--- config.mk ---
export PLATFORM = sky130hd
export DESIGN_NAME = sd_modu
export DESIGN_NICKNAME = d
export VERILOG_FILES = /design/src/rtl/sd_modu.sv
export SDC_FILE = /design/constraint.sdc
export NUM_CORES = 1
export LEC_CHECK = 0
export BUFFER_PORTS_ARGS = -buffer_cell sky130_fd_sc_hd__buf_4
export CAP_MARGIN = 20
export CORE_MARGIN = 10
export CORE_UTILIZATION = 25
export CTS_CLUSTER_SIZE = 20
export DETAILED_ROUTE_END_ITERATION = 7
export PLACE_DENSITY = 0.39
export SYNTH_ARGS = -nofsm -noshare
export SYNTH_HDL_FRONTEND = slang
export SYNTH_SLANG_ARGS = --single-unit
export TNS_END_PERCENT = 10
--- constraint.sdc ---
create_clock -name clk -period 2.4 [get_ports clk]
set_input_delay 0.12 -clock clk [delete_from_list [all_inputs] [get_ports clk]]
set_output_delay 0.12 -clock clk [all_outputs]
set_load 0.05 [all_outputs]
--- src/rtl/sd_modu.sv ---
`default_nettype none
// ============================================================================
// sd_modu : first-order sigma-delta modulator, N-bit unsigned sample to 1-bit PDM
// Revision: 1.0
// ============================================================================
module sd_modu #(
  parameter int N = 16
) (
  input  logic         clk,
  input  logic         areset,
  input  logic [N-1:0] din,
  output logic         pdm
);

  logic [N-1:0] r_acc;
  logic         r_pdm;
  logic [N:0]   w_sum;

  // The carry out of the modulo-2^N accumulation is the output bit.
  assign w_sum = {1'b0, r_acc} + {1'b0, din};

  always_ff @(posedge clk or negedge areset) begin
    if (!areset) begin
      r_acc <= '0;
      r_pdm <= 1'b0;
    end else begin
      r_acc <= w_sum[N-1:0];
      r_pdm <= w_sum[N];
    end
  end

  assign pdm = r_pdm;

endmodule
`default_nettype wire

## Yosys cells after proc, flatten, opt, wreduce, memory -nomap -nowiden

Cells that the tools add are included.

- $add $sub $neg: 1
- $mul: 0
- Div/mod/pow operators: 0
- Magnitude comparators: 0
- Eq/ne operators: 0
- Shift-type cells: 0
- Muxes and demuxes: 0
- Bitwise operators: 0
- Reductions and logical operators: 0

Operators by type and width:

| operator | count |
|---|---|
| 16-bit by 16-bit adder with 17-bit output | 1 |

- Register bits: 17
- Bits in latches: 0
- Bits in writable memories: 0
- ROM bits: 0
- Logic and storage cells: 3
- Memories kept: 0

## Longest topological paths before layout

Gate-level depths: netlist (run 1).

- Depth in word-level cells: 1
- Depth in mapped cells: 7
- Mapped depth without buffers: 7

## Least setup slack after synthesis (run 1)

No wires, ideal clock.

- Kind: register to register
- Start point: register r_acc[0]
- End point: register r_pdm, in the netlist pdm
- Library setup time: 0.128 ns
- Arrival: 1.879 ns
- Data required time: 2.272 ns
- Slack: 0.393 ns
- Cell stages (with the launch flop): 8
- Buffers on the path: 0
- Period minus slack after synthesis: 2.007 ns
- Cell sequence: dfrtp_1 > ha_1 > fa_1 > a21o_1 > a221oi_2 > o21ai_2 > a21oi_2 > o21ai_0

- Longest elaborated chain between the ends: 1

Ends and longest elaborated chain:

| element | RTL line | text |
|---|---|---|
| start, declared | 15 | `logic [N-1:0] r_acc;` |
| start signal, assigned | 27 | `r_acc <= w_sum[N-1:0];` |
| 16-bit by 16-bit adder with 17-bit output | 20 | `assign w_sum = {1'b0, r_acc} + {1'b0, din};` |
| via w_sum[16] | 17 | `logic [N:0] w_sum;` |
| end signal, assigned | 28 | `r_pdm <= w_sum[N];` |
| end, declared | 16 | `logic r_pdm;` |

The timed path passes the listed nets, and every way through them passes these cells.

## Final worst setup path (run 1)

- Start point: register r_acc[0]
- End point: register r_acc[14]

- Longest elaborated chain between the ends: 1

Ends and longest elaborated chain:

| element | RTL line |
|---|---|
| 16-bit by 16-bit adder with 17-bit output | 20 |
| via w_sum[14] | 17 |

The timed path passes the listed nets, and every way through them passes these cells.

==> results by group, run 1 <==
Status
  – Outcome: completed

Floorplan
  – Overall die width: approximately 92 microns
  – Initial core utilization: between 20% and 30%
  – Height of the chip: approximately 92 microns
  – Placeable core region: between 4000 and 5000 sq um
  – Overall die area: around 8400 sq um
  – Number of I/O pins: 19
  – Number of placement rows: 25

Global route
  – Number of antenna violations at the first check in global routing: 0
  – Residual overflow from global routing: 0
  – GRT Overall Usage: under 10%
  – Wire length of the first global-routing pass: around 5.0 mm
  – Pin count of the biggest net entering global routing: 18
  – Number of global-route vias before repair: a little over 1,000

STA
  – Normalized max-slew margin: between 70 and 80%
  – Setup repair after global routing missed its margin: no
  – Worst Skew: between 0.001 and 0.0015 ns
  – Final-layout setup total negative slack: 0 ns
  – Highest achievable clock rate: 0.4625 GHz
  – Final hold viol count: 0
  – Final setup violating endpoints: 0
  – Number of pins exceeding their max-slew limit in the final report: 0
  – Actual transition at the worst max-transition pin: ~0.41 ns
  – Final min period: between 2 and 2.5 ns
  – Final period utilization: between 90 and 100%

Synthesis
  – Cell taking the most area after synthesis: sky130_fd_sc_hd__dfrtp_1
  – Async set-or-reset flop fraction in the synthesized netlist: 100.0%
  – Area share of the largest cell type after synthesis: about a third
  – Number of synthesized flops with an enable pin: 0
  – Mean Syn Cell Area: ~10 sq um
  – Top area cells in the synthesized netlist: sky130_fd_sc_hd__dfrtp_1 33%, sky130_fd_sc_hd__ha_1 16%, sky130_fd_sc_hd__a21o_1 5.3%
  – Count of yosys warnings during synthesis: 0
  – Post-Synthesis Net Count: approximately 160
  – Cells after Synth: around 130
  – Count of state elements after synthesis: 17
  – Count of unique library cells instantiated by Yosys: 40
  – Dominant synthesized flop cell: sky130_fd_sc_hd__dfrtp_1
  – Sequential area share after synthesis: 33.20%
  – Cell area after technology mapping: 1281 sq um

Place
  – Final weighted congestion of routability-driven global placement: about 0.77
  – Total half-perimeter wirelength after legalization and detailed placement: between 2 and 2.5 mm
  – Count of buffers from port buffering: 18

Clock network
  – Post-CTS clock slew at the launch and capture registers of the worst setup and hold paths: ~0.070 ns
  – Clock Latency Late Sink: 0.25 ns
  – Clock tree from TritonCTS: yes
  – Total CTS buffers: 3
  – Buffer type at the clock tree root: sky130_fd_sc_hd__clkbuf_8
  – Number of sinks handled by clock tree synthesis: 17
  – Total number of H-tree levels: 1
  – Gates resized, CTS repair: 0
  – Clock Tree Buf Depth: 2

Detailed routing
  – Pre-antenna DRT Iters: 4
  – Vias: ~1,000
  – Starting DRC count in detailed routing: 65
  – Total Routed Length: 2.955 mm
  – Residual antenna-violating net count after detailed routing: 0
  – DRC violations left: 0
  – Average wire per cell in the routed design: 14.07 microns
  – Vias per std cell: approximately 4.8

Layout
  – Layout area overhead: 18.46%
  – Sequential cell area: 425.4 sq um
  – Number of diodes added for antenna fixing: 0
  – Number of fill cells: approximately 500
  – Post-route core utilization: 31.30%
  – Share of post-route cells with drive strength above 1: roughly a fifth
  – Multi-input logic area: 795.8 sq um
  – NumNets Final: around 180

Power
  – Share of total power in the clock network: 10.6%
  – Sw power: between 900 and 1000 uW
  – Internal power summed over all cells: roughly 1200 uW
  – Peak ir drop on the vdd network: 0.4775 mV
  – Total chip power: 2067 uW
  – Combinational cell fraction of total power: about two thirds
  – Ratio of total power to cell area: 1362 nW/um^2
  – Sequential group share of total power: 24.2%
  – Switching Fraction: 44.08%
  – Lkg Pwr: slightly above 0.0007 uW

Critical path
  – R2R cell count: 6
  – Worst R2R Setup Slack: approximately 0.24 ns
  – Category of the worst setup path launch point: flip-flop
  – Data arrival at the endpoint of the critical path: around 2.3 ns
  – Class of the most critical setup path: flip-flop to flip-flop
  – Maximum fanout along the worst path: 3
  – Worst EP required: about 2.6 ns
  – Endpoint kind of the worst setup timing path: flip-flop

Worst hold path
  – WHS Path Cells: 2
  – Type of the most critical hold path: input pin to flip-flop

Job
  – Maximum capacitance violations: 0
## registers in the layout, summed over array words and instances (netlist names)
signal	cells
pdm	1
r_acc	16
## metrics by stage
step,std cells,setup WS (ns),hold WS (ns),cell area [sq um]
final,210,0.2378,0.09496,1518
after global routing,210,0.06809,0.09594,1518
after CTS,210,0.2311,0.08557,1518
after detailed placement,205,0.2487,0.01355,1463
after global placement,205,0.2634,0.01114,1463
after floorplan,127,0.3934,-0.1756,1281
## power by group through the flow
stage / Clock [uW] / Combinational [uW] / Sequential, uW
2_1_floorplan: 0 / 1070 / 523
3_3_place_gp: 0 / 1340 / 502
3_5_place_dp: 0 / 1350 / 506
4_1_cts: 236 / 1350 / 501
5_1_grt: 249 / 1510 / 518
6_report: 219 / 1350 / 500
## worst paths after layout
kind,startpoint,end
worst max-delay path,r_acc[0],r_acc[14]
worst min-delay path,din[0],r_acc[0]
worst max register to register,r_acc[0],r_acc[14]
worst min register to register,r_acc[0],r_acc[0]
max in group asynchronous,areset,r_acc[8]
min in group asynchronous,areset,r_acc[15]
## cell type report
| class | instances | share of cell area (%) |
|---|---|---|
| Tap cell | 67 | 5.523 |
| Multi-Input combinational cell | 98 | 52.43 |
| Clock buffer | 4 | 2.968 |
| Sequential cell | 17 | 28.03 |
| Inverter | 4 | 0.9893 |
| Timing Repair Buffer | 20 | 10.06 |
## cell usage after synthesis (2+ instances only)
library cell / number
sky130_fd_sc_hd__a221oi_2: 2
sky130_fd_sc_hd__nor3_1: 3
sky130_fd_sc_hd__a41oi_1: 2
sky130_fd_sc_hd__and3_1: 4
sky130_fd_sc_hd__o21ai_0: 4
sky130_fd_sc_hd__nor2b_1: 2
sky130_fd_sc_hd__a21o_1: 9
sky130_fd_sc_hd__nor2_1: 3
sky130_fd_sc_hd__xor2_1: 4
sky130_fd_sc_hd__dfrtp_1: 17
sky130_fd_sc_hd__nand2_1: 4
sky130_fd_sc_hd__inv_1: 4
sky130_fd_sc_hd__xnor2_1: 6
sky130_fd_sc_hd__nand3_1: 3
sky130_fd_sc_hd__ha_1: 16
sky130_fd_sc_hd__nor4_1: 3
sky130_fd_sc_hd__o211ai_1: 3
sky130_fd_sc_hd__nand4_1: 2
sky130_fd_sc_hd__a211oi_1: 4
sky130_fd_sc_hd__a21oi_1: 6
sky130_fd_sc_hd__buf_2: 6
sky130_fd_sc_hd__a21oi_2: 2
## critical path: stages (launching register included)
cell and delay [ns]:
sky130_fd_sc_hd__dfrtp_1 0.37, sky130_fd_sc_hd__ha_1 0.22, sky130_fd_sc_hd__fa_1 0.41, sky130_fd_sc_hd__a21o_1 0.22, sky130_fd_sc_hd__a221oi_2 0.39, sky130_fd_sc_hd__o21ai_2 0.15
sky130_fd_sc_hd__o311ai_1 0.30
## layer usage
layer / up-vias / track usage, % / share of wire [%]
li1: 522 / - / -
met1: 467 / 9.708 / 49
met2: 19 / 10.37 / 44
met3: 2 / 3.045 / 5.7
met4: 0 / 2.350 / 0.78
met5: - / 0 / 0
## what timing repair did
action                    4_1_cts  5_1_grt
hold endpoints to repair       17        0
setup buffers                   0        0
hold buffers                    1        0
## cells by family (layout without fill, tap and decap cells)
logic type      Yosys count  in the layout  share of synthesized area (%)
compound gates           44             44                          26.66
fa+ha+maj                17             17                          17.19
buf+inv                  12             28                          4.687
simple gates             27             27                          11.42
xor+xnor                 10             10                          6.836
flops                    17             17                          33.20
## cells in the final DEF, fill, tap and decap left out, types with 3 or more instances in the layout
master,n
sky130_fd_sc_hd__xor2_1,4
sky130_fd_sc_hd__nor2_1,3
sky130_fd_sc_hd__dfrtp_1,17
sky130_fd_sc_hd__o21ai_0,4
sky130_fd_sc_hd__buf_4,19
sky130_fd_sc_hd__nor4_1,3
sky130_fd_sc_hd__clkbuf_8,3
sky130_fd_sc_hd__nor3_1,3
sky130_fd_sc_hd__nand3_1,3
sky130_fd_sc_hd__a21o_1,9
sky130_fd_sc_hd__ha_1,16
sky130_fd_sc_hd__xnor2_1,6
sky130_fd_sc_hd__inv_1,4
sky130_fd_sc_hd__and3_1,4
sky130_fd_sc_hd__o211ai_1,3
sky130_fd_sc_hd__a21oi_1,6
sky130_fd_sc_hd__a211oi_1,4
sky130_fd_sc_hd__nand2_1,4
No activity file was read; power rests on OpenSTA's default activity.
==> inputs of run 2 (changes only) <==
--- a/config.mk
+++ b/config.mk
@@ -8,10 +8,11 @@
 export BUFFER_PORTS_ARGS = -buffer_cell sky130_fd_sc_hd__buf_4
 export CAP_MARGIN = 20
 export CORE_MARGIN = 10
-export CORE_UTILIZATION = 25
+export CORE_UTILIZATION = 55
+export CTS_BUF_LIST = sky130_fd_sc_hd__clkbuf_16
 export CTS_CLUSTER_SIZE = 20
 export DETAILED_ROUTE_END_ITERATION = 7
-export PLACE_DENSITY = 0.39
+export PLACE_DENSITY = 0.75
 export SYNTH_ARGS = -nofsm -noshare
 export SYNTH_HDL_FRONTEND = slang
 export SYNTH_SLANG_ARGS = --single-unit
==> results by group, run 2 (synthesis gave the netlist of run 1 again) <==
Layout
  – Leading cell type in the layout, fill and taps excluded: sky130_fd_sc_hd__buf_4
  – Post-route core utilization: 67.99% (+37 points)
  – Number of fill cells: 171 (-66%)
  – Layout area overhead: 17.38%
  – Number of diodes added for antenna fixing: 0 (unchanged)
  – Final Cell Area: 1504 sq um (-0.91%)
  – Max FFs per register: 16 (unchanged)
  – Commonest cells after routing, fill and taps aside: 19 x sky130_fd_sc_hd__buf_4, 17 x sky130_fd_sc_hd__dfrtp_1, 16 x sky130_fd_sc_hd__ha_1
  – NumNets Final: 179 (unchanged)
  – Share of post-route cells with drive strength above 1: 20.28% (+0.70 points)
  – Register with the most flip-flops: r_acc

STA
  – Actual transition at the worst max-transition pin: 0.4437 ns (+0.02953 ns)
  – Final-layout setup total negative slack: 0 ns (unchanged)
  – Worst Skew: 0.0008709 ns (-0.0003086 ns)
  – Final min period: 2.158 ns (-0.004510 ns)
  – Setup repair after global routing missed its margin: no
  – Number of pins exceeding their max-slew limit in the final report: 0 (unchanged)
  – Normalized max-slew margin: 69.65% (-2.7 points)
  – Final Worst Setup Slack: 0.2423 ns (+0.004510 ns)
  – Final hold viol count: 0 (unchanged)
  – Highest achievable clock rate: 0.4635 GHz (+0.21%)
  – Final setup violating endpoints: 0 (unchanged)
  – Final period utilization: 89.90% (-0.19 points)

Clock network
  – Number of hold-repair buffers added at the cts stage: 1 (unchanged)
  – Number of sinks handled by clock tree synthesis: 17 (unchanged)
  – Clock Tree Buf Depth: 2 (unchanged)
  – Clock Latency Late Sink: 0.25 ns (about the same)
  – Gates resized, CTS repair: 0 (unchanged)
  – Post-CTS clock slew at the launch and capture registers of the worst setup and hold paths: 0.05 ns (-0.02 ns)
  – Buffer type at the clock tree root: sky130_fd_sc_hd__clkbuf_16
  – Total CTS buffers: 3 (unchanged)
  – Post CTS Setup Buffer Count: 0 (unchanged)
  – Clock tree from TritonCTS: yes
  – Total number of H-tree levels: 1 (unchanged)

Place
  – Final weighted congestion of routability-driven global placement: 0.7914 (+3.4%)
  – Worst-case setup slack after placement: 0.2574 ns (+0.008632 ns)
  – Area after DPL: 1414 sq um (-3.3%)
  – Total half-perimeter wirelength after legalization and detailed placement: 2.014 mm (-12%)
  – Count of buffers from port buffering: 18 (unchanged)

Critical path
  – Critical path buffers and inverters: 0 (unchanged)
  – Data arrival at the endpoint of the critical path: 2.30 ns (about the same)
  – CP peak stage delay: 0.40 ns (about the same)
  – Category of the worst setup path launch point: flip-flop
  – Endpoint kind of the worst setup timing path: flip-flop
  – Maximum fanout along the worst path: 3 (unchanged)
  – Class of the most critical setup path: flip-flop to flip-flop
  – Cell with the largest stage delay on the worst path: sky130_fd_sc_hd__fa_1
  – Ordered list of cells on the worst path: ha_1, fa_1, a21o_1, a221oi_2, o21ai_2, o311ai_1
  – Worst EP required: 2.54 ns (about the same)
  – Top delay family on crit path: compound AO/OA/AOI/OAI gates

Job
  – Maximum capacitance violations: 0 (unchanged)

Detailed routing
  – Starting DRC count in detailed routing: 80 (+23%)
  – Pre-antenna DRT Iters: 4 (unchanged)
  – Vias per std cell: 6.117 (+27%)
  – DRC violations left: 0 (unchanged)
  – Residual antenna-violating net count after detailed routing: 0 (unchanged)
  – Vias: 1,046 (+3.6%)
  – Average wire per cell in the routed design: 15.45 microns (+9.8%)
  – Total Routed Length: 2.642 mm (-11%)

Power
  – Share of total power in the clock network: 15.4% (+4.8 points)
  – Lkg Pwr: 0.0007271 uW (+2.6%)
  – Switching Fraction: 42.37% (-1.7 points)
  – Internal power summed over all cells: 1261 uW (+9.1%)
  – Sequential group share of total power: 22.9% (-1.3 points)
  – Combinational cell fraction of total power: 61.7% (-3.5 points)
  – Ratio of total power to cell area: 1455 nW/um^2 (+6.8%)
  – Sw power: 927.0 uW (+1.7%)
  – Peak ir drop on the vdd network: 0.9288 mV (+95%)
  – Total chip power: 2188 uW (+5.8%)

Global route
  – Wire length of the first global-routing pass: 4.823 mm (-4.2%)
  – GRT Overall Usage: 13.08% (+5.8 points)
  – Pin count of the biggest net entering global routing: 18 (unchanged)
  – Number of global-route vias before repair: 1,047 (+0.87%)
  – Residual overflow from global routing: 0 (unchanged)
  – Number of antenna violations at the first check in global routing: 0 (unchanged)

Floorplan
  – Number of placement rows: 17 (-32%)
  – Placeable core region: 2212 sq um (-54%)
  – Number of I/O pins: 19 (unchanged)
  – Overall die width: 68.27 microns (-25%)
  – Initial core utilization: 57.92% (+31 points)
  – Height of the chip: 68.27 microns (-25%)
  – Overall die area: 4660 sq um (-44%)

Status
  – Outcome: completed

Worst hold path
  – Type of the most critical hold path: input pin to flip-flop
## run 2: cell count changes in the layout (fill, tap and decap cells not counted), sizes merged
cell and change:
clkbuf -1, clkinv +1
## run 2: power groups by stage
stage	combinational (uW)	sequential (uW)	clock [uW]
final	1350	501	337
after global routing	1520	517	363
after CTS	1340	503	345
after detailed placement	1330	507	0
after global placement	1300	501	0
after floorplan	1070	523	0
## run 2: final cells by class
type                       instances  area [sq um]  share of cell area [%]
clock buffer                       3         75.07                   4.992
tap                               28         35.03                   2.329
sequential                        17         425.4                   28.29
timing repair buffer              20         152.6                   10.15
inverter                           4         15.01                  0.9983
multi-input combinational         98         795.8                   52.91
clock inverter                     1         5.005                  0.3328
## run 2: metrics by stage
step | hold WS [ns] | std cells
final | 0.1098 | 171
after global routing | 0.1104 | 171
after CTS | 0.1109 | 171
after detailed placement | 0.007018 | 166
after global placement | 0.001717 | 166
after floorplan | -0.1756 | 127
## run 2: worst paths after layout
check	endpoint	cells after the start	from	slack, ns
min in group asynchronous	r_acc[15]	2	areset	0.27
max in group asynchronous	r_acc[7]	2	areset	1.94
setup / recovery	r_acc[14]	6	r_acc[0]	0.24
hold reg to reg	r_acc[0]	1	r_acc[0]	0.48
hold / removal	r_acc[0]	2	din[0]	0.11
setup reg to reg	r_acc[14]	6	r_acc[0]	0.24
## run 2: layer usage
metal,wire length [microns],global-route usage (%),part of all wire (%)
met1,1241,16.62,47
met2,1224,20.58,46
met3,139,3.915,5.3
met4,37,4.523,1.4
met5,0,0,0
==> inputs of run 3 (changes only) <==
==> constraint.sdc (replaced) <==
create_clock -name clk -period 2.8 [get_ports clk]
set_input_delay 0.14 -clock clk [delete_from_list [all_inputs] [get_ports clk]]
set_output_delay 0.14 -clock clk [all_outputs]
set_load 0.05 [all_outputs]
==> results by group, run 3 (synthesis gave the netlist of run 1 again) <==
Clock network
  – Clock tree from TritonCTS: yes
  – Post CTS Setup Buffer Count: 0 (unchanged)
  – Number of sinks handled by clock tree synthesis: 17 (unchanged)
  – Buffer type at the clock tree root: sky130_fd_sc_hd__clkbuf_16
  – Post-CTS clock slew at the launch and capture registers of the worst setup and hold paths: 0.05 ns (about the same)
  – Total number of H-tree levels: 1 (unchanged)
  – Total CTS buffers: 3 (unchanged)
  – Clock Latency Late Sink: 0.25 ns (about the same)
  – Clock Tree Buf Depth: 2 (unchanged)

Place
  – Total placed cells including tap cells: 165 (-0.60%)
  – Count of buffers from port buffering: 18 (unchanged)
  – Final weighted congestion of routability-driven global placement: 0.7865 (-0.62%)
  – Total half-perimeter wirelength after legalization and detailed placement: 2.040 mm (+1.3%)

Detailed routing
  – Average wire per cell in the routed design: 16.27 microns (+5.3%)
  – Total Routed Length: 2.766 mm (+4.7%)
  – DRC violations left: 0 (unchanged)
  – Residual antenna-violating net count after detailed routing: 0 (unchanged)
  – Starting DRC count in detailed routing: 54 (-33%)
  – Pre-antenna DRT Iters: 4 (unchanged)
  – Vias per std cell: 6.176 (+0.97%)
  – Vias: 1,050 (+0.38%)

Global route
  – Global-route track usage on met3: 3.752% (-0.16 points)
  – Met1 Track Usage GR: 16.30% (-0.32 points)
  – Most used routing layer: met2
  – Number of global-route vias before repair: 1,048 (+0.096%)
  – Met2 routing resource usage after global routing: 20.47% (-0.12 points)
  – Pin count of the biggest net entering global routing: 18 (unchanged)
  – Wire length of the first global-routing pass: 4.767 mm (-1.2%)
  – GRT Overall Usage: 13.14% (+0.058 points)
  – Number of antenna violations at the first check in global routing: 0 (unchanged)
  – Residual overflow from global routing: 0 (unchanged)

Layout
  – Share of post-route cells with drive strength above 1: 19.72% (-0.56 points)
  – Register with the most flip-flops: r_acc
  – Filler-free cell count of the finished design: 170 (-0.58%)
  – NumNets Final: 178 (-0.56%)
  – Post-route core utilization: 67.65% (-0.34 points)
  – Commonest cells after routing, fill and taps aside: 18 x sky130_fd_sc_hd__buf_4, 17 x sky130_fd_sc_hd__dfrtp_1, 16 x sky130_fd_sc_hd__ha_1
  – Layout area overhead: 16.80%
  – Number of diodes added for antenna fixing: 0 (unchanged)
  – Max FFs per register: 16 (unchanged)
  – Leading cell type in the layout, fill and taps excluded: sky130_fd_sc_hd__buf_4

Critical path
  – Class of the most critical setup path: flip-flop to flip-flop
  – Worst R2R Setup Slack: 0.61 ns (+0.37 ns)
  – Maximum fanout along the worst path: 3 (unchanged)
  – Data arrival at the endpoint of the critical path: 2.32 ns (+0.02 ns)
  – Worst EP required: 2.93 ns (+0.39 ns)
  – Origin of the critical flop-to-flop path: r_acc[0]
  – Destination of the worst register-to-register timing path: pdm
  – R2R cell count: 7 (+1)
  – Category of the worst setup path launch point: flip-flop
  – Endpoint kind of the worst setup timing path: flip-flop

Power
  – Peak ir drop on the vdd network: 0.7728 mV (-17%)
  – Lkg Pwr: 0.0007224 uW (-0.64%)
  – Ratio of total power to cell area: 1251 nW/um^2 (-14%)

Job
  – Maximum capacitance violations: 0 (unchanged)

Worst hold path
  – Hold worst-path end: r_acc[0]
  – Type of the most critical hold path: input pin to flip-flop
  – WHS Path Cells: 2 (unchanged)
  – Hold Crit Start: din[0]

STA
  – Highest achievable clock rate: 0.4564 GHz (-1.5%)
  – Normalized max-slew margin: 64.66% (-5.0 points)
  – Setup repair after global routing missed its margin: no
  – Final-layout setup total negative slack: 0 ns (unchanged)
  – Final hold viol count: 0 (unchanged)
  – Final min period: 2.191 ns (+0.03348 ns)
  – Final setup violating endpoints: 0 (unchanged)
  – Actual transition at the worst max-transition pin: 0.5276 ns (+0.08389 ns)
  – Final period utilization: 78.26% (-12 points)
  – Number of pins exceeding their max-slew limit in the final report: 0 (unchanged)
  – Worst Skew: 0.001629 ns (+0.0007578 ns)

Floorplan
  – Height of the chip: 68.27 microns (unchanged)
  – Overall die area: 4660 sq um (unchanged)
  – Placeable core region: 2212 sq um (unchanged)
  – Initial core utilization: 57.92% (unchanged)
  – Number of placement rows: 17 (unchanged)
  – Overall die width: 68.27 microns (unchanged)
  – Number of I/O pins: 19 (unchanged)

Status
  – Outcome: completed
==> run 3: cell count changes in the layout (fill, tap and decap cells not counted) <==
cell,before,now
sky130_fd_sc_hd__buf_4,19,18
==> run 3: report_power, final <==
group	internal [uW]	switching, uW	leakage [uW]
clock	191	100	0.0000409
sequential	387	44.0	0.000198
combinational	493	657	0.000483
==> run 3: how the worst max path moves through the flow <==
stage              from   to  slack (ns)  cells past startpoint
2_1_floorplan  r_acc[0]  pdm        0.79                      7
3_3_place_gp   r_acc[0]  pdm        0.72                      7
3_5_place_dp   r_acc[0]  pdm        0.63                      7
4_1_cts        r_acc[0]  pdm        0.62                      7
5_1_grt        r_acc[0]  pdm        0.52                      7
6_report       r_acc[0]  pdm        0.61                      7
==> run 3: routing by layer <==
layer / share of wire, % / wire, microns / vias up
li1: - / - / 518
met1: 45 / 1255 / 496
met2: 46 / 1285 / 27
met3: 5.1 / 141 / 9
met4: 3.0 / 82 / 0
met5: 0 / 0 / -
==> run 3: metrics by stage <==
stage	worst slack (ns)	total power, uW	hold slack (ns)	cell area [sq um]
5_1_grt	0.5225	2037	0.1307	1496
3_3_place_gp	0.7185	1525	0.02079	1406
3_5_place_dp	0.6296	1558	0.02292	1406
2_1_floorplan	0.7934	1365	-0.1556	1281
4_1_cts	0.6175	1869	0.1308	1496
6_report	0.6088	1872	0.1303	1496
==> run 3: final cells by class <==
class	instances	area, sq um
multi-input cells	98	795.8
fillers	181	715.7
flip-flops and latches	17	425.4
repair buffers	19	145.1
clock buffers	3	75.07
well taps	28	35.03
inverters	4	15.01
clock inverters	1	5.005
==> run 3: what timing repair did <==
action / 4_1_cts / 5_1_grt
endpoints found under the hold margin: 17 / 0
gates resized for setup: 0 / 0
hold buffers: 1 / 0
==> run 3: worst max-delay path, stage by stage (launching register included) <==
cell and delay [ns]:
sky130_fd_sc_hd__dfrtp_1 0.36, sky130_fd_sc_hd__ha_1 0.22, sky130_fd_sc_hd__fa_1 0.42, sky130_fd_sc_hd__a21o_1 0.22, sky130_fd_sc_hd__a221oi_2 0.41, sky130_fd_sc_hd__o21ai_2 0.15, sky130_fd_sc_hd__a21oi_2 0.19, sky130_fd_sc_hd__o21ai_0 0.11
